## config.mk

```make
export PLATFORM = sky130hd
export DESIGN_NAME = muldiv_sequencer
export DESIGN_NICKNAME = d
export VERILOG_FILES = /design/src/rtl/muldiv_sequencer.sv
export SDC_FILE = /design/constraint.sdc
export NUM_CORES = 1
export LEC_CHECK = 0
export BUFFER_PORTS_ARGS = -buffer_cell sky130_fd_sc_hd__buf_2
export CORE_ASPECT_RATIO = 1.75
export CORE_MARGIN = 2
export CORE_UTILIZATION = 45
export CTS_BUF_LIST = sky130_fd_sc_hd__clkbuf_4 sky130_fd_sc_hd__clkbuf_8
export CTS_CLUSTER_DIAMETER = 80
export DETAILED_ROUTE_END_ITERATION = 7
export SYNTH_ARGS = -nofsm -noshare
export SYNTH_HDL_FRONTEND = slang
export SYNTH_SLANG_ARGS = --single-unit
```

## constraint.sdc

```tcl
create_clock -name clk -period 13.5 [get_ports clk]
set_input_delay 0.675 -clock clk [delete_from_list [all_inputs] [get_ports clk]]
set_output_delay 0.675 -clock clk [all_outputs]
set_load 0.01 [all_outputs]
```

## src/rtl/muldiv_sequencer.sv

```systemverilog
// rtl/muldiv_sequencer.sv - iterative RV32M multiply/divide sequencer with fixed latency
// One shared add/sub datapath: shift-add multiply, restoring divide, XLEN iterations.
module muldiv_sequencer #(
    parameter int XLEN  = 32,
    parameter int CNT_W = 6
) (
    input  logic            clk,
    input  logic            rst,
    input  logic            start,
    input  logic [2:0]      op,
    input  logic [XLEN-1:0] rs1_val,
    input  logic [XLEN-1:0] rs2_val,
    input  logic            kill,
    output logic            busy,
    output logic            done,
    output logic [XLEN-1:0] result
);

    typedef enum logic [2:0] {
        S_IDLE,
        S_PREP,
        S_ITER,
        S_FIX,
        S_DONE
    } state_t;

    localparam logic [2:0] OP_MUL    = 3'b000;
    localparam logic [2:0] OP_MULH   = 3'b001;
    localparam logic [2:0] OP_MULHSU = 3'b010;
    localparam logic [2:0] OP_MULHU  = 3'b011;
    localparam logic [2:0] OP_DIV    = 3'b100;
    localparam logic [2:0] OP_DIVU   = 3'b101;
    localparam logic [2:0] OP_REM    = 3'b110;
    localparam logic [2:0] OP_REMU   = 3'b111;

    state_t           state_q;
    logic [2:0]       op_q;
    logic [XLEN-1:0]  a_q;
    logic [XLEN-1:0]  b_q;
    logic             a_neg_q;
    logic             b_neg_q;
    logic [XLEN-1:0]  acc_q;
    logic [XLEN-1:0]  lo_q;
    logic [XLEN-1:0]  opb_q;
    logic [CNT_W-1:0] cnt_q;
    logic             busy_q;
    logic             done_q;
    logic [XLEN-1:0]  result_q;

    logic             a_signed_d;
    logic             b_signed_d;
    logic             is_div;
    logic [XLEN-1:0]  a_abs_d;
    logic [XLEN-1:0]  b_abs_d;
    logic [XLEN+1:0]  add_a;
    logic [XLEN+1:0]  add_b;
    logic [XLEN+1:0]  add_sum;
    logic [XLEN:0]    mul_sel;
    logic [XLEN-1:0]  acc_d;
    logic [XLEN-1:0]  lo_d;
    logic [2*XLEN-1:0] prod_d;
    logic [XLEN-1:0]  quot_d;
    logic [XLEN-1:0]  rem_d;
    logic             div0_d;
    logic [XLEN-1:0]  result_d;

    assign a_signed_d = (op == OP_MULH) || (op == OP_MULHSU) || (op == OP_DIV) || (op == OP_REM);
    assign b_signed_d = (op == OP_MULH) || (op == OP_DIV) || (op == OP_REM);
    assign is_div     = op_q[2];

    assign a_abs_d = a_neg_q ? -a_q : a_q;
    assign b_abs_d = b_neg_q ? -b_q : b_q;

    // Divide shifts the next dividend bit into the partial remainder before the trial subtract.
    assign add_a   = is_div ? {1'b0, acc_q, lo_q[XLEN-1]} : {2'b00, acc_q};
    assign add_b   = {2'b00, opb_q};
    assign add_sum = is_div ? (add_a - add_b) : (add_a + add_b);

    always_comb begin
        mul_sel = lo_q[0] ? add_sum[XLEN:0] : {1'b0, acc_q};
        if (is_div) begin
            acc_d = add_sum[XLEN+1] ? add_a[XLEN-1:0] : add_sum[XLEN-1:0];
            lo_d  = {lo_q[XLEN-2:0], ~add_sum[XLEN+1]};
        end else begin
            acc_d = mul_sel[XLEN:1];
            lo_d  = {mul_sel[0], lo_q[XLEN-1:1]};
        end
    end

    always_comb begin
        prod_d = (a_neg_q ^ b_neg_q) ? -{acc_q, lo_q} : {acc_q, lo_q};
        quot_d = (a_neg_q ^ b_neg_q) ? -lo_q : lo_q;
        rem_d  = a_neg_q ? -acc_q : acc_q;
        div0_d = (b_q == '0);
        case (op_q)
            OP_MUL:                       result_d = prod_d[XLEN-1:0];
            OP_MULH, OP_MULHSU, OP_MULHU: result_d = prod_d[2*XLEN-1:XLEN];
            OP_DIV, OP_DIVU:              result_d = div0_d ? '1 : quot_d;
            OP_REM, OP_REMU:              result_d = div0_d ? a_q : rem_d;
            default:                      result_d = '0;
        endcase
    end

    always_ff @(posedge clk or posedge rst) begin
        if (rst) begin
            state_q  <= S_IDLE;
            op_q     <= '0;
            a_q      <= '0;
            b_q      <= '0;
            a_neg_q  <= 1'b0;
            b_neg_q  <= 1'b0;
            acc_q    <= '0;
            lo_q     <= '0;
            opb_q    <= '0;
            cnt_q    <= '0;
            busy_q   <= 1'b0;
            done_q   <= 1'b0;
            result_q <= '0;
        end else begin
            case (state_q)
                S_IDLE: begin
                    done_q <= 1'b0;
                    if (start && !kill) begin
                        op_q    <= op;
                        a_q     <= rs1_val;
                        b_q     <= rs2_val;
                        a_neg_q <= a_signed_d & rs1_val[XLEN-1];
                        b_neg_q <= b_signed_d & rs2_val[XLEN-1];
                        busy_q  <= 1'b1;
                        state_q <= S_PREP;
                    end
                end
                S_PREP: begin
                    if (kill) begin
                        busy_q  <= 1'b0;
                        state_q <= S_IDLE;
                    end else begin
                        acc_q   <= '0;
                        lo_q    <= is_div ? a_abs_d : b_abs_d;
                        opb_q   <= is_div ? b_abs_d : a_abs_d;
                        cnt_q   <= CNT_W'(XLEN);
                        state_q <= S_ITER;
                    end
                end
                S_ITER: begin
                    if (kill) begin
                        busy_q  <= 1'b0;
                        state_q <= S_IDLE;
                    end else begin
                        acc_q <= acc_d;
                        lo_q  <= lo_d;
                        cnt_q <= (cnt_q == '0) ? '0 : cnt_q - 1'b1;
                        if (cnt_q <= CNT_W'(1)) begin
                            state_q <= S_FIX;
                        end
                    end
                end
                S_FIX: begin
                    busy_q <= 1'b0;
                    if (kill) begin
                        state_q <= S_IDLE;
                    end else begin
                        done_q   <= 1'b1;
                        result_q <= result_d;
                        state_q  <= S_DONE;
                    end
                end
                S_DONE: begin
                    done_q  <= 1'b0;
                    state_q <= S_IDLE;
                end
                default: begin
                    busy_q  <= 1'b0;
                    done_q  <= 1'b0;
                    state_q <= S_IDLE;
                end
            endcase
        end
    end

    assign busy   = busy_q;
    assign done   = done_q;
    assign result = result_q;

endmodule

```

Word level (Yosys, flattened, before mapping)
Cells that the tools add are included.
Widths: inputs -> output; s select.
- add/subtract/negate cells: 8
- div/mod/pow operators: 0
- bitwise logic cells: 7
- reductions and logical operators: 23
- multiply operators: 0
- shift-type cells: 0
- muxes and demuxes: 37
- $lt $le $gt $ge: 1
- equal/unequal tests: 21
- operators by type and width (kind ; count):
    $mux 32 ; 15
    $neg 32->32 ; 4
    $pmux 32 s2 ; 2
    $pmux 32 s4 ; 1
    $mux 33 ; 2
    $mux 64 ; 1
    $neg 64->64 ; 1
    $add 33x32->34 ; 1
    $mux 34 ; 1
    $sub 33x32->34 ; 1
    $logic_not 32->1 ; 1
    $eq 3x3->1 const B ; 7
    $mux 6 ; 3
    $eq 3x2->1 const B ; 5
    $mux 3 ; 4
    $pmux 3 s4 ; 1
    $pmux 6 s2 ; 1
    $reduce_and 2->1 ; 5
    $eq 3x1->1 const B ; 3
    $ne 2x2->1 const B ; 4
    $le 6x1->1 const B ; 1
    $logic_not 3->1 ; 2
    $logic_not 6->1 ; 1
    $reduce_and 3->1 ; 2
    other kinds (16) ; 28
- memory bits (writable): 0
- output and inout bits: 34
- word-level logic and storage cells: 110
- flip-flop bits (word level): 208
- memories: 0
- ROM bits: 0
- latch bits: 0

Logic depth before layout (Yosys ltp)
Gate-level depths: netlist of run 1.
- depth after elaboration: 7
- gate-level depth with buffers: 20
- gate-level depth less buffers: 18

Worst setup path before layout of run 1
Ideal clock, no wire load.
- path kind: register to register
- start point: register op_q[2]
- end point: register acc_q[31]
- buffers on the path: 5
- required time: 13418 ps
- cell stages (with the launch flop): 17
- library setup time: 82 ps
- arrival time: 4439 ps
- path slack: 8979 ps
- path through: dfrtp_1 -> clkbuf_1 -> buf_1 -> buf_1 -> clkbuf_1 -> mux2_2 -> ha_1 -> clkbuf_1 -> a211oi_1 -> o211ai_1 -> a41o_1 -> or4_1 -> o221ai_1 -> o21ai_0 -> a2111oi_0 -> o21ai_0 -> a31oi_1
- word-level cells in the longest chain between the ends: 7
- elaborated cells on any way between the ends: 9
- ends and longest elaborated chain (what ; line ; RTL):
    from (decl) ; 37 ; logic [2:0] op_q;
    from (signal assigned) ; 124 ; op_q <= op;
    $mux 33 ; 75 ; assign add_a = is_div ? {1'b0, acc_q, lo_q[XLEN-1]} : {2'b00, acc_q};
    $add 33x32->34 / $sub 33x32->34 (equally long branches) ; 77 ; assign add_sum = is_div ? (add_a - add_b) : (add_a + add_b);
    $mux 34 ; 77 ;
    $mux 33 / $mux 32 (equally long branches) ; 80, 82 ;
    $mux 32 (*) ; 81 ; if (is_div) begin
    $mux 32 (*) ; 146 ; if (kill) begin
    $pmux 32 s2 (*) ; 120 ; case (state_q)
    to (signal assigned) ; 112 ; acc_q <= '0;
    to (signal assigned) ; 138 ; acc_q <= '0;
    to (signal assigned) ; 150 ; acc_q <= acc_d;
    to (decl) ; 42 ; logic [XLEN-1:0] acc_q;
Every way passes the cells marked *; elsewhere a longest branch is shown, timed or not. The select of a mux whose other input is x is not followed.
A chain may end at the register's enable or synchronous reset.

Worst setup path after layout of run 1
- start point: register op_q[2]
- end point: register acc_q[19]
Same word-level chain as after synthesis.

==> results.json, run 1 <==
{
  "run_status": "completed",
  "synth_cell_type_count": 85,
  "via_per_inst": 6.265,
  "worst-setup-path-type": "reg -> reg",
  "post-route-min-period_ps": 5451,
  "final_nets": 2201,
  "synth.most_common_cell": "nand2_1",
  "worstSetupStartpointType": "register",
  "synth_flop_cell": "dfrtp_1",
  "synth_nets": 2206,
  "fin_crit_sh_pct": 40.38,
  "worst_pin_slew_ps": 1173,
  "grt_pass1_vias": 15800,
  "ys_seq_area_share_pct": 30.40,
  "routedWlPerCell_microns": 25.01,
  "path_max_fanout": 169,
  "portBuffers": 104,
  "cts_sinks": 208,
  "wirelength_microns": 64880,
  "layout_setup_ws_ps": 8049,
  "leakage_nw": 7.788,
  "synthTopCellsByCount": "nand2_1 (223), dfrtp_1 (208), o21ai_0 (188)",
  "grt_max_degree": 170,
  "peakVddDrop_uv": 104.9,
  "syn_inst": 2094,
  "cts_resized": 0,
  "htreeDepth": 2,
  "ctsRootBufferMaster": "clkbuf_8",
  "cts_hold_buf": 0,
  "pin_count": 105,
  "hold-worst-slack_ps": 165.9,
  "mappedNetlistArea_sq_um": 17120,
  "syn_area_per_cell_sq_um": 8.176,
  "setup_viol": 0,
  "cts_tree": "done",
  "drc": 0,
  "gp_congestion": 0.9525,
  "fmax_ghz": 0.1834,
  "die_h_microns": 262.0,
  "yosys_warnings": 0,
  "cap_violations": 0,
  "pre_cts_slack_ps": 8181,
  "dp_hpwl_microns": 49110,
  "firstDrtPassIters": 5,
  "clk_latency_ps": 580,
  "finalHoldViolCount": 0,
  "clk_pin_slew_worst_paths_ps": 60,
  "critPathCaptureType": "register",
  "p_total_mw": 5.152,
  "clk_path_buf_depth": 3,
  "final.setup.tns_ps": 0,
  "cts_buffers": 34,
  "ys_seq_elements": 208,
  "power_density_nw_per_um2": 277.1,
  "ys_async_sr_fraction_pct": 100.0,
  "grt_pass1_wl_microns": 97280,
  "initial_utilization_pct": 45.63,
  "holdCritPathClass": "in -> async",
  "fin_area_sq_um": 18590,
  "cp_data_arrival_time_ps": 5930,
  "post_cts_buffers": 0,
  "antenna_left": 0,
  "dpl-instance-area_sq_um": 17850,
  "dieArea_sq_um": 39680,
  "synthToLayoutAreaGrowth_pct": 8.587,
  "rsz0062_at_grt": "false",
  "finalMaxSlewViolations": 0,
  "antenna_found_initial": 2,
  "gr-usage-all-layers_pct": 32.79,
  "synth-edff-count": 0,
  "yosys.area.top_type": "dfrtp_1",
  "synthTopCellsByArea": "dfrtp_1 (30%), mux2_2 (6.8%), xnor2_1 (6.3%), o21ai_0 (5.5%), a21oi_1 (5.1%)",
  "num_vias": 16250,
  "rr_worst_depth": 12,
  "die_w_microns": 151.4,
  "synth_top_area_share_pct": 30.40,
  "skew_ps": 13.55,
  "gr-total-overflow": 0,
  "final_layout_size_suffix_gt1_share_pct": 16.24,
  "num_rows": 94,
  "crit_required_ps": 13970,
  "core_area_sq_um": 37520,
  "relSlewSlack_pct": 21.51,
  "first_iter_violations": 1335
}
## placed cells by master, fill, tap and decap left out, types with 16 or more instances in the layout
cell	netlist	routed
o21ai_0	188	188
buf_2	12	104
buf_4	0	25
mux2i_1	56	56
a31oi_1	29	29
nand3_1	39	39
nand2_1	223	223
xnor2_1	124	123
mux2_2	103	103
nor4_1	16	16
clkbuf_8	0	43
or4_1	18	18
inv_1	38	37
dfrtp_1	208	205
xor2_1	92	91
or3_1	16	16
ha_1	40	40
o221ai_1	27	27
nor3_1	41	41
nor2_1	186	184
a21oi_1	174	174
a21o_1	16	16
o31ai_1	37	37
a211oi_1	38	38
## path summary, 6_finish.rpt
check | start | endpoint | slack [ps]
worst min-delay path | rst | a_q[13] | 170
worst max register to register | op_q[2] | acc_q[19] | 8050
worst max-delay path | op_q[2] | acc_q[19] | 8050
worst min register to register | result[30] | result[30] | 470
min in group clk | rs1_val[2] | a_q[2] | 320
max in group asynchronous | rst | lo_q[0] | 11860
## worst max-delay path, stage by stage, from the launching register on
cell	delay, ps
dfrtp_4	820
buf_12	600
mux2_2	410
ha_1	390
a21o_1	240
a221o_1	320
a211o_1	320
nor3_1	450
o31a_1	620
a21o_1	460
nand2_1	90
and3_1	200
o31ai_1	210
## power by group
group | switching (mW) | leakage (nW) | internal [mW]
Combinational | 1.97 | 4.81 | 1.22
Clock | 0.279 | 0.392 | 0.342
Sequential | 0.480 | 2.59 | 0.853
## per-stage QoR
step	cells	utilization [%]
after floorplan	2094	-
after global placement	2533	47.57
after detailed placement	2533	47.57
after CTS	2592	49.54
after global routing	2593	49.54
final	2594	49.55
## area by class of cell
cell class                      instances  area, sq um
Multi-Input combinational cell       1673        11140
Inverter                               42        165.2
Tap cell                              480        600.6
Clock inverter                          3        47.55
Timing Repair Buffer                  130        728.2
Clock buffer                           56        689.4
Fill cell                            3673        18930
Sequential cell                       208         5211
Antenna cell                            2        5.005
## sequential cells by signal (all words and copies together), names as in the netlist, 3 cells and up
| register | cells |
|---|---|
| a_q | 32 |
| acc_q | 32 |
| b_q | 32 |
| cnt_q | 6 |
| lo_q | 32 |
| op_q | 3 |
| opb_q | 32 |
| result | 32 |
| state_q | 3 |
## metal layers
metal | GRT usage, % | routed length [microns]
met4 | 27.21 | 6601
met3 | 4.028 | 3477
met5 | 0 | 0
met1 | 36.71 | 23520
met2 | 55.13 | 31280
## cell families after synthesis
kind of cell	share of synthesized area, %
AO/OA/AOI/OAI	22.83
XOR/XNOR	11.05
adder cells (fa/ha/maj)	3.040
buffers and inverters	4.758
flip-flops	30.40
multiplexers	10.44
AND/OR/NAND/NOR	17.47
(Power assumes the default switching activity.)
==> run 2: changes to the inputs <==
==> constraint.sdc (replaced) <==
create_clock -name clk -period 4.8 [get_ports clk]
set_input_delay 0.24 -clock clk [delete_from_list [all_inputs] [get_ports clk]]
set_output_delay 0.24 -clock clk [all_outputs]
set_load 0.01 [all_outputs]
==> results.json, run 2 (synthesized netlist as in run 1, its figures left out) <==
{
  "holdPathEnd": "state_q[0]",
  "hold_depth": 2,
  "cap_violations": 0,
  "crit_buf_inv": 1,
  "setup_viol": 0,
  "via_per_inst": 6.252,
  "dr_wl_met2_microns": 33880,
  "cts_buffers": 34,
  "initial_utilization_pct": 45.63,
  "peakVddDrop_uv": 294.1,
  "finalMaxSlewViolations": 0,
  "holdCritPathClass": "in -> reg",
  "cp_data_arrival_time_ps": 5080,
  "r2r_slack_ps": 230,
  "core_area_sq_um": 37520,
  "r2r_start": "opb_q[3]",
  "reg2reg_to": "acc_q[31]",
  "firstDrtPassIters": 6,
  "dp_hpwl_microns": 51570,
  "gr-total-overflow": 0,
  "gr-usage-all-layers_pct": 34.37,
  "final.setup.tns_ps": 0,
  "final_nets": 2330,
  "run_status": "completed",
  "cts_sinks": 208,
  "nFillCells": 3577,
  "cpLargestDelayFamily": "compound AO/OA/AOI/OAI gates",
  "grt_pass1_wl_microns": 100800,
  "layout_setup_ws_ps": 234.4,
  "pin_count": 105,
  "setup.worst_path.start": "opb_q[3]",
  "p_total_mw": 15.22,
  "antenna_left": 0,
  "die_w_microns": 151.4,
  "num_vias": 17010,
  "min_from": "kill",
  "cp_slowest_stage_delay_ps": 490,
  "drc": 0,
  "skew_ps": 45.96,
  "htreeDepth": 2,
  "pre_cts_slack_ps": 35.29,
  "gp_congestion": 1.010,
  "grt_pass1_vias": 16440,
  "power_density_nw_per_um2": 771.8,
  "dieArea_sq_um": 39680,
  "ctsRootBufferMaster": "clkbuf_8",
  "crit_required_ps": 5310,
  "critPathCaptureType": "register",
  "wirelength_microns": 68550,
  "clk_latency_ps": 590,
  "die_h_microns": 262.0,
  "grt_max_degree": 151,
  "first_iter_violations": 1423,
  "hold-worst-slack_ps": 81.29,
  "worstSetupStartpointType": "register",
  "antenna_found_initial": 3,
  "slowest_stage": "or4_1",
  "relSlewSlack_pct": 24.08,
  "fmax_ghz": 0.2190,
  "mostFrequentLayoutCell": "nand2_1",
  "wl_met1_microns": 23780,
  "mostFrequentLayoutCells": "nand2_1 (223), dfrtp_1 (205), o21ai_0 (187), nor2_1 (184), a21oi_1 (173)",
  "clk_path_buf_depth": 3,
  "routedWlPerCell_microns": 25.19,
  "cts_tree": "done",
  "leakage_nw": 8.354,
  "utilization_pct": 52.56,
  "post-route-min-period_ps": 4566,
  "path_max_fanout": 5,
  "rr_worst_depth": 17,
  "clk_pin_slew_worst_paths_ps": 60,
  "crit_chain": "nor2_1 > nor4b_1 > buf_4 > and3b_1 > and3_1 > a21oi_1 > xnor2_1 > ha_1 > a211oi_1 > o211ai_1 > a41o_1 > or4_1 > o221ai_2 > o21ai_1 > a2111oi_2 > o21ai_0 > a31oi_1",
  "synthToLayoutAreaGrowth_pct": 15.19,
  "worst_pin_slew_ps": 1135,
  "portBuffers": 104,
  "fin_crit_sh_pct": 95.12,
  "num_rows": 94,
  "finalHoldViolCount": 0,
  "top_layer": "met5",
  "worst-setup-path-type": "reg -> reg",
  "wl_met3_microns": 4171,
  "final_layout_size_suffix_gt1_share_pct": 18.21
}
[run 2: cell count changes in the layout (fill, tap and decap cells not counted), sizes merged]
cell,before,now
clkinvlp,0,1
buf,130,191
inv,41,40
diode,2,1
clkinv,3,7
clkbuf,56,52
bufinv,1,0
dlygate4sd3,0,68
[run 2: power by group]
group	switching, mW	leakage, nW	total, mW	internal [mW]
combinational	6.03	5.40	9.94	3.92
clock	0.783	0.365	1.62	0.841
sequential	1.25	2.59	3.65	2.40
[run 2: worst max path at each step]
stage           endpoint  slack, ps  cells past startpoint
2_1_floorplan  acc_q[31]        280                     16
3_3_place_gp    acc_q[2]        180                     19
3_5_place_dp   acc_q[19]         40                     19
4_1_cts        acc_q[19]         30                     19
5_1_grt        acc_q[25]        -20                     20
6_report       acc_q[31]        230                     17
[run 2: final cells by class]
class | count | area, sq um | share of cell area (%)
Antenna cell | 1 | 2.502 | 0.01269
Clock buffer | 52 | 628.1 | 3.185
Clock inverter | 6 | 48.80 | 0.2474
Inverter | 42 | 161.4 | 0.8184
Multi-Input combinational cell | 1673 | 11160 | 56.61
Sequential cell | 208 | 5211 | 26.42
Tap cell | 480 | 600.6 | 3.045
Timing Repair Buffer | 259 | 1904 | 9.656
[run 2: metrics by stage]
step	instance area, sq um	cells
global route	19720	2721
finish	19720	2721
CTS	19640	2716
global placement	18280	2590
floorplan	17120	2094
detailed placement	18280	2590
[run 2: timing repair]
action / in CTS / in global routing
setup buffers: 0 / 4
resized for setup: 0 / 9
endpoints found under the hold margin: 174 / 0
hold buffers: 68 / 0
setup endpoints to repair: 0 / 30
[run 2: routing by layer]
layer	vias up	global-route usage (%)
li1	7802	-
met1	8174	36.20
met2	773	59.68
met3	259	5.677
met4	4	27.83
met5	-	0
==> run 3: changes to the inputs <==
--- a/config.mk
+++ b/config.mk
@@ -12,6 +12,7 @@
 export CTS_BUF_LIST = sky130_fd_sc_hd__clkbuf_4 sky130_fd_sc_hd__clkbuf_8
 export CTS_CLUSTER_DIAMETER = 80
 export DETAILED_ROUTE_END_ITERATION = 7
+export RECOVER_POWER = 100
 export SYNTH_ARGS = -nofsm -noshare
 export SYNTH_HDL_FRONTEND = slang
 export SYNTH_SLANG_ARGS = --single-unit
==> results.json, run 3 (synthesized netlist as in run 1, its figures left out) <==
{
  "power.share.clock_pct": 10.7,
  "run_status": "complete, but fails checks",
  "cap_violations": 4,
  "cp_data_arrival_time_ps": 5090,
  "use_met3_pct": 5.677,
  "cts_tree": "done",
  "hold-worst-slack_ps": 92.91,
  "worst-setup-path-type": "reg -> reg",
  "synthToLayoutAreaGrowth_pct": 14.35,
  "fin_crit_sh_pct": 95.99,
  "p_int_mw": 7.128,
  "dp_hpwl_microns": 51570,
  "wirelength_microns": 68510,
  "clk_pin_slew_worst_paths_ps": 60,
  "finalHoldViolCount": 0,
  "p_seq_share_pct": 24.1,
  "worstSetupStartpointType": "register",
  "slowest_stage": "or4_1",
  "core_area_sq_um": 37520,
  "htreeDepth": 2,
  "drc": 0,
  "violations": "capacitance limit, slew limit",
  "num_rows": 94,
  "mostFrequentLayoutCell": "nand2_1",
  "path_max_fanout": 5,
  "post-route-min-period_ps": 4607,
  "worst_pin_slew_ps": 3111,
  "peakVddDrop_uv": 294.5,
  "netSwitchingPower_mw": 8.024,
  "p_total_mw": 15.15,
  "switching_share_pct": 52.95,
  "cp_slowest_stage_delay_ps": 490,
  "gr-usage-all-layers_pct": 34.37,
  "pre_cts_slack_ps": 35.29,
  "cts_sinks": 208,
  "dieArea_sq_um": 39680,
  "leakage_nw": 8.165,
  "skew_ps": 46.37,
  "final_layout_size_suffix_gt1_share_pct": 15.89,
  "portBuffers": 104,
  "clk_latency_ps": 590,
  "cts_buffers": 34,
  "finalMaxSlewViolations": 269,
  "num_vias": 17030,
  "antenna_found_initial": 3,
  "met2_usage_pct": 59.68,
  "use_met1_pct": 36.20,
  "grt_pass1_wl_microns": 100800,
  "gp_congestion": 1.010,
  "setup_viol": 0,
  "clk_path_buf_depth": 3,
  "crit_chain": "nor2_1 > nor4b_1 > buf_4 > and3b_1 > and3_1 > a21oi_1 > xnor2_1 > ha_1 > a211oi_1 > o211ai_1 > a41o_1 > or4_1 > o221ai_2 > buf_4 > xnor2_1 > nor2b_1 > a211oi_1 > o31ai_1",
  "layout_setup_ws_ps": 192.7,
  "ctsRootBufferMaster": "clkbuf_8",
  "initial_utilization_pct": 45.63,
  "gr-total-overflow": 0,
  "grt_busiest_layer": "met2",
  "grt_max_degree": 151,
  "fmax_ghz": 0.2170,
  "die_w_microns": 151.4,
  "relSlewSlack_pct": -107.4,
  "critPathCaptureType": "register",
  "crit_required_ps": 5280,
  "power_density_nw_per_um2": 774.0,
  "routedWlPerCell_microns": 25.18,
  "firstDrtPassIters": 7,
  "die_h_microns": 262.0,
  "grt_pass1_vias": 16440,
  "pin_count": 105,
  "combPwrFrac_pct": 65.2,
  "mostFrequentLayoutCells": "nand2_1 (224), dfrtp_1 (205), o21ai_0 (190), nor2_1 (185), a21oi_1 (173)",
  "antenna_left": 0,
  "first_iter_violations": 1495,
  "via_per_inst": 6.260,
  "final_nets": 2330,
  "holdCritPathClass": "in -> reg"
}
run 3: cell types whose count changed in the layout (fill, tap and decap cells not counted), moves of 4 or more:
cell | before | now
clkbuf_1 | 0 | 40
buf_2 | 104 | 69
buf_4 | 83 | 74
clkbuf_2 | 0 | 4
o41ai_1 | 10 | 14
o41ai_2 | 4 | 0
run 3: critical path: cells and delay by family (launching register included):
| family | cells | cell delay (ps) |
|---|---|---|
| adder cells (fa/ha/maj) | 1 | 350 |
| flip-flops | 1 | 430 |
| buffers and inverters | 2 | 340 |
| AO/OA/AOI/OAI | 7 | 1560 |
| AND/OR/NAND/NOR | 6 | 1570 |
| XOR/XNOR | 2 | 260 |
run 3: timing repair:
action | CTS | global route
hold buffers | 68 | 0
gates resized for setup | 0 | 9
endpoints found under the setup margin | 0 | 30
setup buffers | 0 | 4
endpoints found under the hold margin | 174 | 0
run 3: area by class of cell:
cell class	instances	area, sq um
Antenna cell	1	2.502
Clock buffer	52	628.1
Clock inverter	6	48.80
Fill cell	3611	17940
Inverter	42	158.9
Multi-Input combinational cell	1673	11100
Sequential cell	208	5211
Tap cell	480	600.6
Timing Repair Buffer	259	1832
run 3: worst paths after layout:
kind | start | cells after the start | to | slack, ps
max in group asynchronous | rst | 4 | op_q[2] | 1130
min reg2reg | result[22] | 2 | result[22] | 480
max | opb_q[3] | 18 | acc_q[28] | 190
min in group asynchronous | rst | 4 | result[25] | 370
min | kill | 2 | state_q[0] | 90
max reg2reg | opb_q[3] | 18 | acc_q[28] | 190
run 3: layer usage:
layer	vias up	wire (microns)
met5	-	27
met2	805	33740
met3	264	4509
met4	4	6850
met1	8151	23380
li1	7809	-
run 3: power groups by stage:
| stage | clock network (mW) | registers (mW) | logic (mW) |
|---|---|---|---|
| finish | 1.62 | 3.65 | 9.88 |
| global route | 1.71 | 3.72 | 10.6 |
| CTS | 1.65 | 3.61 | 9.66 |
| detailed placement | 0 | 3.64 | 9.58 |
| global placement | 0 | 3.61 | 9.50 |
| floorplan | 0 | 3.00 | 6.70 |
run 3: per-stage QoR:
step           TNS, ps  area [sq um]  instances  utilization (%)
4_1_cts              0         19640       2716            52.34
3_5_place_dp         0         18280       2590            48.73
3_3_place_gp         0         18280       2590            48.73
5_1_grt         -51.36         19580       2721            52.18
2_1_floorplan        0         17120       2094                -
6_report             0         19580       2721            52.18
